`src/rtl/rf_wb_arbiter.sv`:
```
// rf_wb_arbiter: shares the register-file write port between the writeback stage and buffered MDU results
// Ports:
//   clk, rst                   clock, synchronous active-high reset
//   wb_rf_en/wb_rd/wb_data     writeback stage write request (rd 0 means no request)
//   mdu_valid/mdu_ready        MDU result handshake, mdu_rd/mdu_data carry the result
//   stall                      hold the pipeline for one cycle while a starved MDU entry drains
//   mdu_pend                   per-register flags for results still waiting in the buffer
//   rf_we/rf_waddr/rf_wdata    registered register-file write port
module rf_wb_arbiter #(
    parameter int DEPTH      = 2,
    parameter int STARVE_MAX = 4
) (
    input  logic        clk,
    input  logic        rst,
    input  logic        wb_rf_en,
    input  logic [4:0]  wb_rd,
    input  logic [31:0] wb_data,
    input  logic        mdu_valid,
    output logic        mdu_ready,
    input  logic [4:0]  mdu_rd,
    input  logic [31:0] mdu_data,
    output logic        stall,
    output logic [31:0] mdu_pend,
    output logic        rf_we,
    output logic [4:0]  rf_waddr,
    output logic [31:0] rf_wdata
);
    localparam int PW = $clog2(DEPTH);
    localparam int CW = $clog2(DEPTH + 1);
    logic [4:0]       rd_q   [DEPTH];
    logic [31:0]      data_q [DEPTH];
    logic [DEPTH-1:0] vld;
    logic [PW-1:0]    wr_ptr, rd_ptr;
    logic [CW-1:0]    count;
    logic [3:0]       starve_cnt;
    logic             push, pop, wb_req, wb_grant;
    logic [31:0]      pend_raw;

    // Pointers wrap explicitly so non-power-of-two depths work.
    function automatic logic [PW-1:0] inc(input logic [PW-1:0] p);
        return (p == PW'(DEPTH - 1)) ? '0 : p + 1'b1;
    endfunction

    assign mdu_ready = !rst && (count < CW'(DEPTH));
    assign stall     = !rst && (starve_cnt == 4'(STARVE_MAX));
    assign push      = mdu_valid && mdu_ready && (mdu_rd != 5'd0);
    assign wb_req    = wb_rf_en && (wb_rd != 5'd0);
    // A stall always finds the buffer non-empty: the counter only advances while entries wait.
    assign pop       = (count != '0) && (stall || !wb_req);
    assign wb_grant  = !stall && wb_req;

    always_comb begin
        pend_raw = '0;
        for (int i = 0; i < DEPTH; i++)
            if (vld[i]) pend_raw[rd_q[i]] = 1'b1;
        mdu_pend = rst ? '0 : pend_raw;
    end

    always_ff @(posedge clk)
        if (push) begin
            rd_q[wr_ptr]   <= mdu_rd;
            data_q[wr_ptr] <= mdu_data;
        end

    always_ff @(posedge clk) begin
        if (rst) begin
            count      <= '0;
            wr_ptr     <= '0;
            rd_ptr     <= '0;
            vld        <= '0;
            starve_cnt <= '0;
            rf_we      <= 1'b0;
            rf_waddr   <= '0;
            rf_wdata   <= '0;
        end else begin
            // Clear before set so a push landing on the slot just popped keeps its valid bit.
            if (pop) begin
                vld[rd_ptr] <= 1'b0;
                rd_ptr      <= inc(rd_ptr);
            end
            if (push) begin
                vld[wr_ptr] <= 1'b1;
                wr_ptr      <= inc(wr_ptr);
            end
            count      <= count + CW'(push) - CW'(pop);
            starve_cnt <= (count == '0 || pop) ? 4'd0 :
                          (starve_cnt == 4'(STARVE_MAX)) ? starve_cnt : starve_cnt + 4'd1;
            rf_we      <= pop || wb_grant;
            if (pop) begin
                rf_waddr <= rd_q[rd_ptr];
                rf_wdata <= data_q[rd_ptr];
            end else if (wb_grant) begin
                rf_waddr <= wb_rd;
                rf_wdata <= wb_data;
            end
        end
    end
endmodule
```
`config.mk`:
```
export PLATFORM = sky130hd
export DESIGN_NAME = rf_wb_arbiter
export DESIGN_NICKNAME = d
export VERILOG_FILES = /design/src/rtl/rf_wb_arbiter.sv
export SDC_FILE = /design/constraint.sdc
export NUM_CORES = 1
export LEC_CHECK = 0
export ABC_AREA = 1
export BUFFER_PORTS_ARGS = -buffer_cell sky130_fd_sc_hd__buf_2
export CAP_MARGIN = 10
export CORE_ASPECT_RATIO = 0.75
export CORE_MARGIN = 5
export CORE_UTILIZATION = 50
export DETAILED_ROUTE_END_ITERATION = 12
export HOLD_SLACK_MARGIN = 0.12
export PLACE_DENSITY = 0.82
export SYNTH_ARGS = -nofsm -noshare
export SYNTH_HDL_FRONTEND = slang
export SYNTH_SLANG_ARGS = --single-unit
```
`constraint.sdc`:
```
create_clock -name clk -period 2.7 [get_ports clk]
set_input_delay 0.27 -clock clk [delete_from_list [all_inputs] [get_ports clk]]
set_output_delay 0.27 -clock clk [all_outputs]
set_load 0.005 [all_outputs]
```
==> summary.txt <==
Timing
  • RSZ-0062 raised after global routing: false
  • Max-slew headroom at the worst pin: 0.427
  • Worst-Margin Slew: 0.853 ns
  • Final setup TNS: 0 ns
  • Final WS setup: 0.256 ns
  • Min cycle time layout: 2.44 ns
  • Period utilization: 0.905
  • Final slew viol count: 0
  • Clock Skew: 0.0105 ns
  • Setup-failing EPs final: 0
  • Fmax: 409 MHz
  • Fin. Hold Viols: 0

Layout
  • # diodes: 0
  • Fraction of layout cells with a size suffix above 1: 0.254
  • Final non-filler cell total: 913
  • NumNets Final: 842
  • Fill cell count: 797
  • Final core utilization: 0.671
  • Layout area overhead: 33.0%
  • Finished Cell Area: 7240 µm²

Global route
  • First-pass GRT wire length: 23.7 mm
  • GRT Total Usage: 0.237
  • Congestion Overflow GR: 0
  • Vias in the first global route: 4886
  • Initial antenna violation count: 0
  • Largest net degree at the start of global routing: 59

Setup path
  • Critical path origin: rd_q[0][0]
  • RR Startpoint: starve_cnt[0]
  • CP Buf/Inv Count: 2
  • CP most frequent cell: nor2_1
  • CP max FO: 7
  • Reg2reg end: rf_wdata[19]
  • CP Capture Point: mdu_pend[20]
  • Setup crit start kind: register
  • Worst path required time: 2.43 ns
  • Path length in cells of the critical path: 6
  • Worst EP arrival: 2.17 ns
  • Worst r2r path cells: 11
  • Crit path max-delay family: simple AND/OR/NAND/NOR gates
  • Reg2Reg Setup Slack: 0.29 ns
  • Worst Setup End Kind: output port
  • CP max stage cell: nor3_1
  • CP Cell Sequence: nor3_1 > inv_1 > nor2_1 > a21oi_1 > nor2_1 > buf_2
  • Worst Setup Path Type: reg -> out
  • Critical Path Max Stage Delay: 0.73 ns

Routing
  • Final wirelength: 15.1 mm
  • DRT Pass-1 Iters: 5
  • Via count: 4936
  • Mean routed wirelength per cell: 16.5 µm
  • Routed Antenna Nets: 0
  • Iter 0 DRT Violations: 330
  • Residual DRC count: 0
  • Vias per inst: 5.41

Floorplanning
  • Die Wd: 130 µm
  • I/O pins: 150
  • Row count: 33
  • Die ar.: 13100 µm²
  • Core box area: 10800 µm²
  • Die Height: 100 µm
  • Initial Util: 0.505

Power
  • Seq pwr share: 0.412
  • Switch Pwr: 0.00170 W
  • Peak supply drop: 0.551 mV
  • Pwr dens: 826 nW/µm²
  • Sw Share: 0.285
  • Pleak: 3.15 nW
  • Pint: 0.00428 W
  • Combinational Power Share: 0.208
  • Clock power share: 0.379

Logic synthesis
  • Top cells by count, synth: nand2_1 (151), edfxtp_1 (74), dfxtp_1 (49)
  • Post-synth top area share: 0.409
  • Yosys reg bits: 123
  • Top-count cell post-synth: nand2_1
  • Main flop type after synthesis: edfxtp_1
  • Post-synthesis sequential area ratio: 0.589
  • Cells after synthesis: 569
  • Synth area leader: edfxtp_1
  • Post-synth EDFFs: 74
  • Yosys Warn Count: 0
  • FFs w/ async S/R, synth: 0
  • Yosys cell types: 30
  • Avg Cell Area, Syn: 9.56 µm²
  • Synth top area cells: edfxtp_1 (41%), dfxtp_1 (18%), nand2_1 (10%), mux2i_1 (4.6%), o21ai_0 (3.4%)
  • Syn Std Cell Area: 5440 µm²
  • Syn_nets: 651

Clocking
  • Worst-Skew Late Latency: 0.42 ns
  • Bufs on Longest Clock Path: 2
  • Clock Pin Slew Worst Setup and Hold Paths: 0.06 ns
  • Root Driver: clkbuf_16
  • CTS tree: done
  • Clk sinks: 123
  • H-tree Lvls: 4
  • CTS Buf Count: 17

Worst hold path
  • Worst hold start: wb_data[7]
  • Hold crit path type: in -> reg

Placed design
  • Cell Count Post-Placement: 844
  • Routability Congestion: 0.863
  • Placed instance area: 6280 µm²
  • Final HPWL DP: 10.0 mm
  • IO buf count: 149
  • Dpl ws: 0.300 ns

Run status
  • Outcome: completed

Job
  • Max Cap Viol: 0
placed cells by master (no fill, tap or decap), types with 3 or more instances in the layout:
cell type and instances:
a21oi_1 28, a22oi_1 14, buf_2 149, buf_4 10, bufinv_16 3, clkbuf_1 4
clkbuf_16 17, clkinv_2 5, dfxtp_1 48, dlygate4sd3_1 37, edfxtp_1 74, ha_1 4
inv_1 38, mux2i_1 25, nand2_1 151, nand3_1 26, nand4_1 3, nor2_1 41
nor3_1 15, o21ai_0 37, o21ai_1 26
logic make-up after synthesis:
logic type,share of synthesized area
XOR/XNOR,0.00322
adder cells (fa/ha/maj),0.00920
buffers and inverters,0.0566
AO/OA/AOI/OAI,0.103
AND/OR/NAND/NOR,0.193
flip-flops,0.589
multiplexers,0.0460
sequential cells by signal, indices dropped and copies added (netlist names), 2 cells and up, named ones only:
| register | count |
|---|---|
| rf_waddr | 5 |
| data_q | 64 |
| count | 2 |
| starve_cnt | 4 |
| rd_q | 10 |
| vld | 2 |
| rf_wdata | 32 |
power by group through the flow:
stage	sequential [W]	clock (W)	combinational, W
2_1_floorplan	0.00246	0	0.000764
3_3_place_gp	0.00247	0	0.00113
3_5_place_dp	0.00249	0	0.00118
4_1_cts	0.00246	0.00228	0.00124
5_1_grt	0.00250	0.00239	0.00139
6_report	0.00247	0.00227	0.00124
per-stage QoR:
step	total power [W]	hold WS, ns
2_1_floorplan	0.00322	0.369
3_3_place_gp	0.00360	0.433
3_5_place_dp	0.00367	0.441
6_report	0.00598	0.139
5_1_grt	0.00628	0.129
4_1_cts	0.00598	0.122
how the worst min path moves through the flow:
stage	to	cells past startpoint	slack (ns)
after floorplan	data_q[0][0]	0	0.37
after CTS	rf_wdata[14]	3	0.12
after global routing	rf_wdata[6]	3	0.13
final	rf_wdata[7]	3	0.14
after global placement	rf_waddr[0]	2	0.43
after detailed placement	rf_wdata[2]	2	0.44
worst reg2reg max path, stage by stage (launching register included):
cell and delay [ns]:
dfxtp_1 0.33, inv_1 0.08, ha_1 0.17, nand2_1 0.09, nor2_4 0.15, nand2_4 0.10, nand3_4 0.15, buf_4 0.47
nand2_4 0.14, nor2_8 0.42, nand2_1 0.11, o21ai_1 0.13
layer usage:
| metal | global-route usage | routed length (µm) | share of wire | vias to the layer above |
|---|---|---|---|---|
| met3 | 0.0697 | 1110 | 0.073 | 47 |
| met2 | 0.403 | 7560 | 0.50 | 219 |
| met1 | 0.280 | 5950 | 0.40 | 2349 |
| met5 | 0 | 0 | 0 | - |
| met4 | 0.106 | 451 | 0.030 | 0 |
| li1 | - | - | - | 2321 |
cell type report:
cell class	instances	area, µm²	share of cell area
well taps	140	175	0.0242
flip-flops and latches	123	3200	0.443
repair buffers	196	1190	0.165
inverters	40	150	0.0208
clock inverters	9	119	0.0164
clock buffers	23	468	0.0647
multi-input cells	382	1930	0.266
timing repair:
action                                  in CTS  in global routing
hold endpoints to repair                    74                  0
hold buffers                                37                  0
resized for setup                            0                  0
endpoints found under the setup margin       0                  0
setup buffers                                0                  0
No activity file was read; power rests on OpenSTA's default activity.
